<file path="config.mk">
export PLATFORM = sky130hd
export DESIGN_NAME = fpu_wb_stage
export DESIGN_NICKNAME = d
export VERILOG_FILES = /design/src/rtl/fpu_pkg.sv /design/src/rtl/fpu_wb_fifo.sv /design/src/rtl/fpu_wb_stage.sv
export SDC_FILE = /design/constraint.sdc
export NUM_CORES = 1
export LEC_CHECK = 0
export ABC_AREA = 1
export BUFFER_PORTS_ARGS = -buffer_cell sky130_fd_sc_hd__buf_2
export CAP_MARGIN = 20
export CORE_UTILIZATION = 53
export CTS_CLUSTER_DIAMETER = 120
export DETAILED_ROUTE_END_ITERATION = 8
export PLACE_DENSITY_LB_ADDON = 0.05
export SLEW_MARGIN = 20
export SYNTH_ARGS = -nofsm -noshare
export SYNTH_HDL_FRONTEND = slang
export SYNTH_HIERARCHICAL = 1
export SYNTH_SLANG_ARGS = --single-unit
</file>
<file path="constraint.sdc">
create_clock -name clk -period 2.65 [get_ports clk]
set_input_delay 0 -clock clk [delete_from_list [all_inputs] [get_ports clk]]
set_output_delay 0 -clock clk [all_outputs]
set_load 0.02 [all_outputs]
</file>
<file path="src/rtl/fpu_pkg.sv">
// Shared FPU definitions: opcodes, result classes, canonical NaN and decode helpers.
// Used by the writeback stage to classify and sanitise FPU results.
package fpu_pkg;

    localparam int XLEN = 32;
    localparam int OP_W = 5;

    localparam logic [OP_W-1:0] F_ALU_OP_ADD = 5'd0;
    localparam logic [OP_W-1:0] F_ALU_OP_SUB = 5'd1;
    localparam logic [OP_W-1:0] F_ALU_OP_MUL = 5'd2;
    localparam logic [OP_W-1:0] F_ALU_OP_MIN = 5'd3;
    localparam logic [OP_W-1:0] F_ALU_OP_MAX = 5'd4;
    localparam logic [OP_W-1:0] F_ALU_OP_EQ  = 5'd5;
    localparam logic [OP_W-1:0] F_ALU_OP_LT  = 5'd6;
    localparam logic [OP_W-1:0] F_ALU_OP_LE  = 5'd7;

    localparam logic [31:0] CANON_NAN = 32'h7FC0_0000;

    typedef enum logic [1:0] {
        CLS_FP      = 2'd0,
        CLS_INT     = 2'd1,
        CLS_ILLEGAL = 2'd2
    } op_cls_e;

    function automatic op_cls_e decode_cls(input logic [OP_W-1:0] op);
        if (op <= F_ALU_OP_MAX) return CLS_FP;
        if (op <= F_ALU_OP_LE)  return CLS_INT;
        return CLS_ILLEGAL;
    endfunction

    // Arithmetic ops produce NaNs with arbitrary payloads; MIN/MAX forward operands verbatim.
    function automatic logic needs_canon(input logic [OP_W-1:0] op);
        return op <= F_ALU_OP_MUL;
    endfunction

    function automatic logic is_nan32(input logic [31:0] v);
        return (&v[30:23]) && (|v[22:0]);
    endfunction

endpackage

</file>
<file path="src/rtl/fpu_wb_fifo.sv">
// Generic DEPTH-entry valid/ready queue with synchronous flush; exposes every slot for hazard scans.
// Latency: pushed data is at the head the cycle after the push; push accepted when not full or popping.
module fpu_wb_fifo #(
    parameter int W     = 8,
    parameter int DEPTH = 2,
    parameter int AW    = $clog2(DEPTH)
) (
    input  logic                      clk,
    input  logic                      rst_n,
    input  logic                      flush,
    input  logic                      push_vld,
    output logic                      push_rdy,
    input  logic [W-1:0]              push_dat,
    output logic                      head_vld,
    output logic [AW-1:0]             head_idx,
    input  logic                      pop_rdy,
    output logic [DEPTH-1:0]          ent_vld,
    output logic [DEPTH-1:0][W-1:0]   ent_dat
);

    localparam int CW = AW + 1;

    logic [DEPTH-1:0][W-1:0] mem;
    logic [AW-1:0]           rd_ptr;
    logic [AW-1:0]           wr_ptr;
    logic [CW-1:0]           cnt;
    logic                    full;
    logic                    push;
    logic                    pop;

    assign full     = (cnt == CW'(DEPTH));
    assign head_vld = (cnt != '0);
    assign head_idx = rd_ptr;
    assign pop      = head_vld && pop_rdy;
    assign push_rdy = !full || pop;
    assign push     = push_vld && push_rdy && !flush;
    assign ent_dat  = mem;

    always_comb begin
        logic [AW-1:0] off;
        off     = '0;
        ent_vld = '0;
        for (int i = 0; i < DEPTH; i++) begin
            off        = AW'(i) - rd_ptr;
            ent_vld[i] = (CW'(off) < cnt);
        end
    end

    always_ff @(posedge clk or negedge rst_n) begin
        if (!rst_n) begin
            mem    <= '0;
            rd_ptr <= '0;
            wr_ptr <= '0;
            cnt    <= '0;
        end else if (flush) begin
            rd_ptr <= '0;
            wr_ptr <= '0;
            cnt    <= '0;
        end else begin
            if (push) begin
                mem[wr_ptr] <= push_dat;
                wr_ptr      <= wr_ptr + AW'(1);
            end
            if (pop) begin
                rd_ptr <= rd_ptr + AW'(1);
            end
            cnt <= cnt + CW'(push) - CW'(pop);
        end
    end

endmodule

</file>
<file path="src/rtl/fpu_wb_stage.sv">
// FPU writeback stage: queues results, steers FP/INT register-file writes, reports pending FP dests.
// Latency 1 cycle from accept to write; only INT writes stall (on iwb_ready), which backpressures in_ready.
module fpu_wb_stage #(
    parameter int XLEN  = 32,
    parameter int OP_W  = 5,
    parameter int RA_W  = 5,
    parameter int DEPTH = 2
) (
    input  logic                  clk,
    input  logic                  rst_n,
    input  logic                  flush,
    input  logic                  in_valid,
    output logic                  in_ready,
    input  logic [XLEN-1:0]       in_result,
    input  logic [OP_W-1:0]       in_op,
    input  logic [RA_W-1:0]       in_rd,
    output logic                  fwb_we,
    output logic [RA_W-1:0]       fwb_addr,
    output logic [XLEN-1:0]       fwb_data,
    output logic                  iwb_we,
    output logic [RA_W-1:0]       iwb_addr,
    output logic [XLEN-1:0]       iwb_data,
    input  logic                  iwb_ready,
    output logic [(1<<RA_W)-1:0]  fp_pend,
    output logic                  err_illegal
);

    import fpu_pkg::*;

    localparam int AW = $clog2(DEPTH);

    // canon marks an arithmetic NaN; the canonical value is substituted on the way out.
    typedef struct packed {
        logic [XLEN-1:0] dat;
        logic            canon;
        op_cls_e         cls;
        logic [RA_W-1:0] rd;
    } entry_t;

    localparam int EW = $bits(entry_t);

    entry_t                in_ent;
    entry_t                head;
    entry_t [DEPTH-1:0]    ents;
    logic   [DEPTH-1:0]    ent_vld;
    logic                  head_vld;
    logic   [AW-1:0]       head_idx;
    logic                  deq;
    op_cls_e               in_cls;

    always_comb begin
        in_cls       = decode_cls(in_op);
        in_ent       = '0;
        in_ent.cls   = in_cls;
        in_ent.rd    = in_rd;
        in_ent.canon = (in_cls == CLS_FP) && needs_canon(in_op) && is_nan32(in_result[31:0]);
        if (in_cls == CLS_INT) begin
            in_ent.dat = {{(XLEN-1){1'b0}}, in_result[0]};
        end else begin
            in_ent.dat = in_result;
        end
    end

    fpu_wb_fifo #(
        .W     (EW),
        .DEPTH (DEPTH),
        .AW    (AW)
    ) u_fifo (
        .clk      (clk),
        .rst_n    (rst_n),
        .flush    (flush),
        .push_vld (in_valid),
        .push_rdy (in_ready),
        .push_dat (in_ent),
        .head_vld (head_vld),
        .head_idx (head_idx),
        .pop_rdy  (deq),
        .ent_vld  (ent_vld),
        .ent_dat  (ents)
    );

    assign head = ents[head_idx];

    // rd=0 INT results are architecturally discarded, so they never wait for the shared port.
    assign deq = head_vld && ((head.cls != CLS_INT) || (head.rd == '0) || iwb_ready);

    always_comb begin
        fwb_we      = 1'b0;
        fwb_addr    = '0;
        fwb_data    = '0;
        iwb_we      = 1'b0;
        iwb_addr    = '0;
        iwb_data    = '0;
        err_illegal = 1'b0;
        if (head_vld) begin
            case (head.cls)
                CLS_FP: begin
                    fwb_we   = 1'b1;
                    fwb_addr = head.rd;
                    fwb_data = head.canon ? XLEN'(CANON_NAN) : head.dat;
                end
                CLS_INT: begin
                    if (head.rd != '0) begin
                        iwb_we   = 1'b1;
                        iwb_addr = head.rd;
                        iwb_data = head.dat;
                    end
                end
                default: err_illegal = 1'b1;
            endcase
        end
    end

    always_comb begin
        fp_pend = '0;
        for (int i = 0; i < DEPTH; i++) begin
            if (ent_vld[i] && (ents[i].cls == CLS_FP)) begin
                fp_pend[ents[i].rd] = 1'b1;
            end
        end
    end

endmodule

</file>
# Yosys cells after proc, flatten, opt, wreduce, memory -nomap -nowiden
# Cells that the tools add are included.
# word_totals
regBits	84
inputBits	47
# classes
n_addsub	6
magnitude_cmp	12
eq_ne	4
mux	42
bitwise	2
reduce_logical	30
# op_table
cell	count
32-bit two-way mux	9
40-bit two-way mux	3
80-bit bitwise mux	1
40-bit demux with 1-bit select	1
32-bit OR	1
5-bit two-way mux	5
23-bit OR reduction	1
1-bit two-way mux	16
1-bit logical AND	12
5-bit by 6-bit less-than comparator with 1-bit output, second input constant	2
1-bit demux with 5-bit select	2
5-bit by 1-bit >= comparator with 1-bit output, second input constant	2
5-bit by 3-bit less-or-equal comparator with 1-bit output, second input constant	2
2-bit two-way mux	5
2-bit zero test	4
8-bit AND reduction	1
2-bit nonzero test	3
5-bit by 2-bit less-or-equal comparator with 1-bit output, second input constant	1
5-bit zero test	1
5-bit nonzero test	1
2-bit by 1-bit == test with 1-bit output, second input constant	2
1-bit by 2-bit less-than comparator with 1-bit output	2
1-bit by 2-bit less-than comparator with 1-bit output, second input constant	2
1-bit logical OR	3
11 further kinds	14

# Longest topological paths before layout
# depth
word_depth	13
depth_mapped	19

# By module
# The synthesis kept the hierarchy.
# by_module_without_submodules
module	n_inst	cells_per_inst	area_each_um2	seq_area_each_um2
fpu_wb_fifo	1	382	3415.8	2102.0
fpu_wb_stage	1	355	1940.6	0.0

# Worst setup path after synthesis
# Ideal clock, no wire load.
# synth_path
path_type	reg2reg
startpoint	reg u_fifo.rd_ptr, in the netlist u_fifo/head_idx
endpoint	reg u_fifo.cnt[0]
setup_ns	0.113
arrival_time_ns	2.438
path_slack_ns	0.099
path_stages_with_launch	19
n_path_buf	3
period_less_slack_ns	2.551
path_cell_list	dfrtp_1 > buf_6 > buf_8 > nand2_1 > nand2_1 > nor2_2 > nand3_4 > a21oi_1 > inv_1 > nand3_2 > nand2_1 > inv_2 > buf_2 > nand2_1 > ha_1 > inv_1 > ha_1 > inv_1 > nor2_1
# synth_via
elab_chain_len	13
# synth_rtl
item	line	source
start: declaration	fpu_wb_fifo.sv:24	logic [AW-1:0] rd_ptr;
start signal: assignment	fpu_wb_fifo.sv:65	rd_ptr <= rd_ptr + AW'(1);
40-bit two-way mux (not written as such) * (2 in a row)	fpu_wb_stage.sv:82	assign head = ents[head_idx];
5-bit zero test / 2-bit by 1-bit inequality test with 1-bit output (equally long branches)	fpu_wb_stage.sv:85	assign deq = head_vld && ((head.cls != CLS_INT) || (head.rd == '0) || iwb_ready);
1-bit logical OR * (2 in a row)	fpu_wb_stage.sv:85	
1-bit logical AND *	fpu_wb_stage.sv:85	
net deq	fpu_wb_stage.sv:48	logic deq;
1-bit logical AND *	fpu_wb_fifo.sv:34	assign pop = head_vld && pop_rdy;
1-bit logical OR *	fpu_wb_fifo.sv:35	assign push_rdy = !full || pop;
net in_ready	fpu_wb_stage.sv:13	output logic in_ready,
1-bit logical AND * (2 in a row)	fpu_wb_fifo.sv:36	assign push = push_vld && push_rdy && !flush;
2-bit by 1-bit adder with 2-bit output *	fpu_wb_fifo.sv:67	cnt <= cnt + CW'(push) - CW'(pop);
2-bit by 1-bit subtractor with 2-bit output *	fpu_wb_fifo.sv:67	
2-bit two-way mux *	fpu_wb_fifo.sv:55	end else if (flush) begin
end signal: assignment	fpu_wb_fifo.sv:67	
end: declaration	fpu_wb_fifo.sv:26	logic [CW-1:0] cnt;
# The timed path passes the listed nets; every way through them passes the cells marked *. The select of a mux whose other input is x is not followed.
# A chain may end at the register's enable or synchronous reset.

# Final worst setup path
# layout_path
startpoint	reg u_fifo.rd_ptr, in the netlist u_fifo/head_idx
endpoint	out fp_pend[27]
# layout_rtl
item	line	source
1-bit subtractor	fpu_wb_fifo.sv:44	off = AW'(i) - rd_ptr;
1-bit by 2-bit less-than comparator with 1-bit output	fpu_wb_fifo.sv:45	ent_vld[i] = (CW'(off) < cnt);
net ent_vld[1]	fpu_wb_stage.sv:45	logic [DEPTH-1:0] ent_vld;
1-bit logical AND	fpu_wb_stage.sv:117	if (ent_vld[i] && (ents[i].cls == CLS_FP)) begin
32-bit two-way mux	fpu_wb_stage.sv:117	
end: declaration	fpu_wb_stage.sv:24	output logic [(1<<RA_W)-1:0] fp_pend,
# The timed path passes the listed nets, and every way through them passes these cells.

==> impl_metrics.ini <==
[outcome]
outcome = completed

[layout]
syn_to_final_growth_pct = 23.92
drive_above_1_share_pct = 26.95
finalInstanceArea_um2 = 6638
mostFrequentLayoutCells = nand2_1 (231), buf_2 (155), nand3_1 (99), dfrtp_1 (83), inv_1 (69)
nFillCells = 860
final_common_cell = nand2_1
antenna_cells = 0
fin_cells = 1042
fin_nets = 953

[routing]
ant_nets = 0
via_count = 5501
drc = 0
viasPerCell = 5.279
wirelength_um = 15240
firstDrtPassIters = 5
routedWlPerCell_um = 14.62
drtIter0Drc = 319

[floorplan]
io_pins = 157
rows = 36
die_x_um = 102.5
initial_core_util_pct = 54.80
die-area_um2 = 10510
die_h_um = 102.5
coreArea_um2 = 9774

[clocking]
cts_buffer_depth = 2
cts_tree = yes
clock-sinks = 84
clk_latency_ns = 0.36
numCtsBuffers = 9
cts-htree-levels = 3
cts_root_buf = clkbuf_8
clk_pin_slew_ns = 0.08

[critical_path]
crit_fanout = 36
worstPathArrival_ns = 2.42
crit_required_ns = 2.65
startpoint_type = register
crit_chain = buf_16, inv_1, o21ai_0, nand2_1, nor2_2, nand3_1, o22ai_1, buf_2
worstSetupPathType = register to primary output
critPathMaxStageDelay_ns = 0.55
cp_slowest_cell = dfrtp_4
endpoint_kind = primary output

[synthesis]
syn_area_per_cell_um2 = 7.268
synth-compound-area-share_pct = 5.770
synth_largest_area_cell = dfrtp_1
synth_area_leaders = dfrtp_1 (39%), nand2_1 (16%), nand3_1 (9.3%)
synth_simple_gate_area_share_pct = 37.63
muxShareOfSynthArea_pct = 5.980
syn_inst = 737
ys_types = 35
ys_warn_count = 6
syn-num-nets = 786
synth_top_family_by_area = simple AND/OR/NAND/NOR gates
synth_top_area_share_pct = 39.24
synth_xor_area_share_pct = 0.1635
synthAdderAreaFrac_pct = 0.4672
ys_ff_latch = 84
ys_seq_area_share_pct = 39.24
mappedNetlistArea_um2 = 5356

[placed_design]
routabilityCongestion = 0.9060
dp.cells = 998
port_buffers = 156
hpwl_um = 10240
placed_cell_area_um2 = 6146

[power_and_ir_drop]
p_per_area_nw_per_um2 = 872.0
p_leak_uw = 0.003758
worst_ir_drop_vdd_uv = 384.6
p_total_uw = 5788

[timing]
rsz0062_at_grt = no
fin_worst_skew_ns = 0.009016
hold_ws_ns = 0.009045
setup_viol = 0
fmax_mhz = 413.5
tightest_slew_ns = 0.7785
min_period_ns = 2.418
hold_viol_final = 0
period_share_pct = 91.25
final.setup.tns_ns = 0
relSlewSlack_pct = 48.10
finalMaxSlewViolations = 0

[grt]
grt_overflow = 0
antenna_found_initial = 0
grt_usage_pct = 29.60
grt_max_degree = 85
grt_pass1_wl_um = 24110
grt_pass1_vias = 4937

[run]
maxCapViolCount = 0

[worst_hold_path]
min_path_type = primary input to register
report_power, final:
group          total [uW]  internal (uW)  switching (uW)
Clock                 860            413             447
Sequential           2180           1810             375
Combinational        2740            918            1830
Total                5790           3140            2650
sequential cells by signal, indices dropped and copies added, names as in the netlist:
register / cells
u_fifo/wr_ptr: 1
u_fifo/cnt: 2
u_fifo/head_idx: 1
u_fifo/ent_dat: 80
cells by family after synthesis:
logic type | Yosys count
flip-flops | 84
adder cells (fa/ha/maj) | 2
AO/OA/AOI/OAI | 51
multiplexers | 32
XOR/XNOR | 1
AND/OR/NAND/NOR | 451
buffers and inverters | 116
synthesized netlist by cell type, drive strengths merged:
cell	n
nand2	241
nand3	102
nor2	98
dfrtp	84
inv	75
buf	33
mux2i	32
o22ai	24
o21ai	15
a21oi	10
clkbuf	8
nor3	6
nand4	4
ha	2
a211oi	1
o21a	1
xor2	1
what timing repair did:
action                                  4_1_cts  5_1_grt
buffers inserted                              0        1
hold buffers                                 27        0
resized for setup                             1        5
endpoints found under the hold margin       126        0
endpoints found under the setup margin       30       33
metrics by stage:
stage / util [%] / setup slack, ns
finish: 67.91 / 0.2318
CTS: 67.60 / 0.04270
floorplan: - / 0.09889
global route: 67.91 / 0.003063
detailed placement: 62.88 / 0.2602
global placement: 62.88 / 0.2924
final timing paths:
check | slack, ns | depth (start not counted) | endpoint | startpoint
min reg2reg | 0.47 | 2 | u_fifo/ent_dat[58] | u_fifo/ent_dat[58]
max in group asynchronous | 1.79 | 2 | u_fifo/head_idx | rst_n
max | 0.23 | 8 | fp_pend[27] | u_fifo/head_idx
max reg2reg | 0.26 | 16 | u_fifo/cnt[0] | u_fifo/head_idx
min in group asynchronous | 0.23 | 2 | u_fifo/ent_dat[51] | rst_n
min | 0.009 | 5 | u_fifo/ent_dat[10] | in_result[2]
final cells by class:
type                    count  area [um2]  share of cell area, %
repair buffers            197        1207                  18.19
inverters                  75       284.0                  4.279
well taps                 133       166.4                  2.507
clock buffers              12       165.2                  2.488
flip-flops and latches     84        2106                  31.72
clock inverters             4       22.52                 0.3393
multi-input cells         537        2686                  40.47
routing by layer:
layer  track usage [%]  up-vias  wire, um
li1                  -     2686         -
met3             5.085       12       989
met2             50.10      234      7439
met1             39.32     2569      6632
met4             7.802        0       176
met5                 0        -         0
worst max-delay path: cells and delay by family (launching register included):
kind,cells,cell delay (ns)
buf+inv,3,0.57
flops,1,0.55
simple gates,3,0.49
compound gates,2,0.43
Power figures use the tool's default switching activity.
